===== config.mk =====
export PLATFORM = sky130hd
export DESIGN_NAME = branch_predictor
export DESIGN_NICKNAME = d
export VERILOG_FILES = /design/src/rtl/branch_predictor.sv
export SDC_FILE = /design/constraint.sdc
export NUM_CORES = 1
export LEC_CHECK = 0
export ABC_AREA = 1
export CORE_ASPECT_RATIO = 1.25
export CORE_UTILIZATION = 50
export CTS_CLUSTER_DIAMETER = 200
export DETAILED_ROUTE_END_ITERATION = 10
export PLACE_DENSITY = 0.71
export SETUP_SLACK_MARGIN = 0.15
export SLEW_MARGIN = 20
export SYNTH_ARGS = -nofsm -noshare
export SYNTH_HDL_FRONTEND = slang
export SYNTH_SLANG_ARGS = --single-unit

===== constraint.sdc =====
create_clock -name clk -period 4.45 [get_ports clk]
set_input_delay 1.335 -clock clk [delete_from_list [all_inputs] [get_ports clk]]
set_output_delay 1.335 -clock clk [all_outputs]
set_load 0.01 [all_outputs]

===== src/rtl/branch_predictor.sv =====
// Direct-mapped branch target buffer with 2-bit saturating direction counters,
// combinational misprediction detect and saturating resolution statistics.
module branch_predictor #(
   parameter int INDEX_BITS = 4
) (
   input  logic        clk,
   input  logic        reset_n,
   input  logic [15:0] fetch_pc,
   output logic        predict_taken,
   output logic [15:0] predict_target,
   input  logic        update_valid,
   input  logic [15:0] update_pc,
   input  logic        update_taken,
   input  logic [15:0] update_target,
   input  logic        update_pred_taken,
   input  logic [15:0] update_pred_target,
   output logic        mispredict,
   input  logic        stats_clear,
   output logic [15:0] branch_count,
   output logic [15:0] mispredict_count
);

   localparam int ENTRIES  = 1 << INDEX_BITS;
   localparam int TAG_BITS = 15 - INDEX_BITS;

   localparam logic [1:0] CTR_STRONG_NT = 2'b00;
   localparam logic [1:0] CTR_WEAK_NT   = 2'b01;
   localparam logic [1:0] CTR_WEAK_T    = 2'b10;
   localparam logic [1:0] CTR_STRONG_T  = 2'b11;

   // Single-cycle update interface: update_valid qualifies all update_* fields
   // for exactly the cycle it is high; there is no back-pressure.

   logic [ENTRIES-1:0]  valid_q;
   logic [TAG_BITS-1:0] tag_q    [ENTRIES];
   logic [15:0]         target_q [ENTRIES];
   logic [1:0]          ctr_q    [ENTRIES];

   logic [INDEX_BITS-1:0] fetch_idx;
   logic [TAG_BITS-1:0]   fetch_tag;
   logic [INDEX_BITS-1:0] upd_idx;
   logic [TAG_BITS-1:0]   upd_tag;
   logic                  fetch_hit;
   logic                  upd_hit;
   logic                  wrong_dir;
   logic                  wrong_tgt;
   logic                  pc_lsb_unused;

   assign fetch_idx = fetch_pc[INDEX_BITS:1];
   assign fetch_tag = fetch_pc[15:INDEX_BITS+1];
   assign upd_idx   = update_pc[INDEX_BITS:1];
   assign upd_tag   = update_pc[15:INDEX_BITS+1];

   // Instructions are halfword aligned; bit 0 never selects an entry.
   assign pc_lsb_unused = ^{fetch_pc[0], update_pc[0]};

   // Lookup sees pre-update contents: no bypass from the update port.
   assign fetch_hit      = valid_q[fetch_idx] && (tag_q[fetch_idx] == fetch_tag);
   assign predict_taken  = reset_n && fetch_hit && ctr_q[fetch_idx][1];
   assign predict_target = target_q[fetch_idx];

   assign upd_hit   = valid_q[upd_idx] && (tag_q[upd_idx] == upd_tag);
   assign wrong_dir = update_taken != update_pred_taken;
   assign wrong_tgt = update_taken && (update_target != update_pred_target);
   assign mispredict = reset_n && update_valid && (wrong_dir || wrong_tgt);

   function automatic logic [1:0] sat_inc(input logic [1:0] c);
      return (c == CTR_STRONG_T) ? CTR_STRONG_T : c + 2'd1;
   endfunction

   function automatic logic [1:0] sat_dec(input logic [1:0] c);
      return (c == CTR_STRONG_NT) ? CTR_STRONG_NT : c - 2'd1;
   endfunction

   always_ff @(posedge clk or negedge reset_n) begin
      if (!reset_n) begin
         valid_q <= '0;
         for (int i = 0; i < ENTRIES; i++) begin
            tag_q[i]    <= '0;
            target_q[i] <= '0;
            ctr_q[i]    <= CTR_WEAK_NT;
         end
      end else if (update_valid) begin
         if (upd_hit) begin
            if (update_taken) begin
               ctr_q[upd_idx]    <= sat_inc(ctr_q[upd_idx]);
               target_q[upd_idx] <= update_target;
            end else begin
               ctr_q[upd_idx] <= sat_dec(ctr_q[upd_idx]);
            end
         end else if (update_taken) begin
            // Allocation evicts whatever aliases into this slot.
            valid_q[upd_idx]  <= 1'b1;
            tag_q[upd_idx]    <= upd_tag;
            target_q[upd_idx] <= update_target;
            ctr_q[upd_idx]    <= CTR_WEAK_T;
         end
      end
   end

   always_ff @(posedge clk or negedge reset_n) begin
      if (!reset_n) begin
         branch_count     <= '0;
         mispredict_count <= '0;
      end else if (stats_clear) begin
         branch_count     <= '0;
         mispredict_count <= '0;
      end else begin
         if (update_valid && (branch_count != 16'hFFFF))
            branch_count <= branch_count + 16'd1;
         if (mispredict && (mispredict_count != 16'hFFFF))
            mispredict_count <= mispredict_count + 16'd1;
      end
   end

endmodule


==> metrics.cfg <==
[setup_path]
critPathArrivalTime_ps=3010
r2r_start=tag_q[137]
crit_start=fetch_pc[1]
path_cells=buf_12, inv_16, clkbuf_16, buf_4, nor2_1, o21ai_0, o221ai_1, o21ai_1, xnor2_1, nand4_1, nor2_1, buf_2
slowest_stage=o221ai_1
start_kind=primary input
cpMostUsedCell=nor2_1
rr_endpoint=ctr_q[13]
reg2reg_depth=17
ff2ff_setup_slack_ps=1750
cp.required_ps=3120
slowest_delay_ps=290
cp_max_fo=9
critical_path.endpoint_type=output pin
critPathKind=primary input to output pin

[synthesis]
synth_flop_cell=dfrtp_1
yosys_warnings=0
synth_edf_count=0
syn-num-nets=3671
synthArstFlopShare_pct=100
synth-seq-cells=512
syn_area_um2=26600
synth.yosys.seq_area_share_pct=48.2
yosysUniqueCellTypes=39
syn_avg_cell_area_um2=7.39
syn_inst=3599

[layout]
fin_nets=3766
stdcell_count=4409
drive_above_1_share_pct=8.67
final_util_pct=60.0
most-common-layout-cells=nand2_1 (1,181), o21ai_0 (675), dfrtp_1 (496), nor2_1 (312), inv_1 (180)
area_delta_synth_final_pct=18.6
final_common_cell=nand2_1
stdcell_area_um2=31600
antennaDiodeCount=0

[power]
ir_drop_v=0.000370
p_leak_nw=14.9
powerDensity_nw_per_um2=411

[drt]
via_per_inst=5.73
first_pass_iters=9
routed_wl_um=83900
drc_errors=1
wl_per_cell_um=19.0
drtIter0Drc=2589
vias=25300
postRouteAntennaNets=0

[timing]
final.min_clock_period_ps=4340
fin_crit_sh_pct=97.6
fin_worst_skew_ps=52.9
setup_viol=0
fin_setup_tns_ps=0
hold_violations=0
fin_ws_ps=108
fmax_mhz=230
maxSlewHeadroom_pct=24.2
grt_setup_unrepaired=yes
worstMarginPinSlew_ps=1140
slew_violations=0

[cts]
clk_latency_ps=660
h-tree-depth=2
clock_sinks=512
cts_inserted_buffers=55
cts-root-buf=clkbuf_16
clockBufferDepth=3
cts_tree=done
hold_buffers=0
clk_pin_slew_ps=60

[min_path]
whs_endpoint=ctr_q[2]
hold_class=register to register
hold_depth=2
hp-start=ctr_q[2]

[placed_design]
placed_cells=4297
dp_hpwl_um=52800
place.gp.congestion=0.932
io_buffers=117
placed_cell_area_um2=29300
place_ws_ps=-446

[die]
row_count=94
die-width_um=208
io_pins=120
die_area_um2=54100
core-area_um2=52600
initial_core_util_pct=50.6
die_h_um=260

[job]
cap_viol_max_count=0

[global_routing]
grt_max_degree=181
grt_use_met1_pct=39.5
use_met2_pct=51.5
top_usage_layer=met2
grtUsageTotal_pct=30.8
grt_use_met3_pct=4.50
antenna_found_initial=0
grt_pass1_vias=23700
grt_first_pass_wirelength_um=131000
grt-ovfl-total=0

[run_status]
status=finished, violations left
violations=design-rule violations

worst max path at each step:
stage | endpoint | slack [ps] | cells after the start
after floorplan | predict_target[11] | 170 | 9
after global placement | predict_taken | -430 | 11
after detailed placement | predict_taken | -450 | 11
after CTS | predict_target[3] | -70 | 9
after global routing | predict_taken | -10 | 14
final | predict_taken | 110 | 12
cell usage after synthesis, types with 8 or more instances:
cell type	instances	share of area, %
nor2_1	314	4.4
xnor2_1	11	0.36
o221ai_1	56	1.8
o21ai_0	696	13
buf_2	38	0.71
o31ai_1	10	0.28
buf_1	11	0.16
inv_1	191	2.7
clkbuf_1	181	2.6
o211ai_1	44	1.2
nand3_1	93	1.7
a21oi_1	64	1.2
clkbuf_2	13	0.24
nand2_1	1184	17
dfrtp_1	496	47
o21ai_1	26	0.49
nand4_1	30	0.71
dfstp_2	16	1.6
a22oi_1	8	0.23
buf_6	9	0.38
nor3_1	20	0.38
o22ai_1	41	0.96
xor2_1	11	0.36
power by group:
group          switching, mW  internal [mW]
clock network           1.99           2.82
logic                   1.36          0.903
registers              0.478           5.43
through the flow:
stage                     power [mW]  hold slack, ps
final                           13.0             470
after global routing            13.6             480
after CTS                       13.0             464
after detailed placement        8.16             453
after global placement          8.09             447
after floorplan                 7.31             432
timing repair:
action | CTS | global route
resized for setup | 60 | 52
pin swaps | 8 | 23
cloned | 0 | 7
setup buffers | 0 | 5
endpoints found under the setup margin | 18 | 16
registers in the layout (all words and copies together), names as in the netlist:
name,count
target_q,256
tag_q,176
ctr_q,32
branch_count,16
mispredict_count,16
valid_q,16
metal layers:
metal | vias to the layer above | share of wire (%)
met2 | 1070 | 48
li1 | 12000 | -
met1 | 11900 | 41
met3 | 235 | 7.4
met5 | - | 0
met4 | 0 | 4.3
critical path, delay by kind of cell:
| family | cells | cell delay (ps) |
|---|---|---|
| buffers and inverters | 5 | 630 |
| AND/OR/NAND/NOR | 3 | 310 |
| AO/OA/AOI/OAI | 3 | 540 |
| XOR/XNOR | 1 | 190 |
layout make-up:
cell class | instances | area (um2)
multi-input cells | 2632 | 11900
well taps | 672 | 841
repair buffers | 293 | 3250
repair inverters | 1 | 8.76
clock buffers | 77 | 1570
inverters | 199 | 779
fillers | 4724 | 21000
flip-flops and latches | 512 | 12800
clock inverters | 23 | 327
logic make-up (layout without fill, tap and decap cells):
group	after synthesis	in the layout	synth area share (%)
simple gates	1650	1650	24.2
fa+ha+maj	2	2	0.0940
flops	512	512	48.2
xor+xnor	22	22	0.724
buf+inv	455	593	6.97
mux	1	1	0.0376
compound gates	957	957	19.7
(Power assumes the default switching activity.)
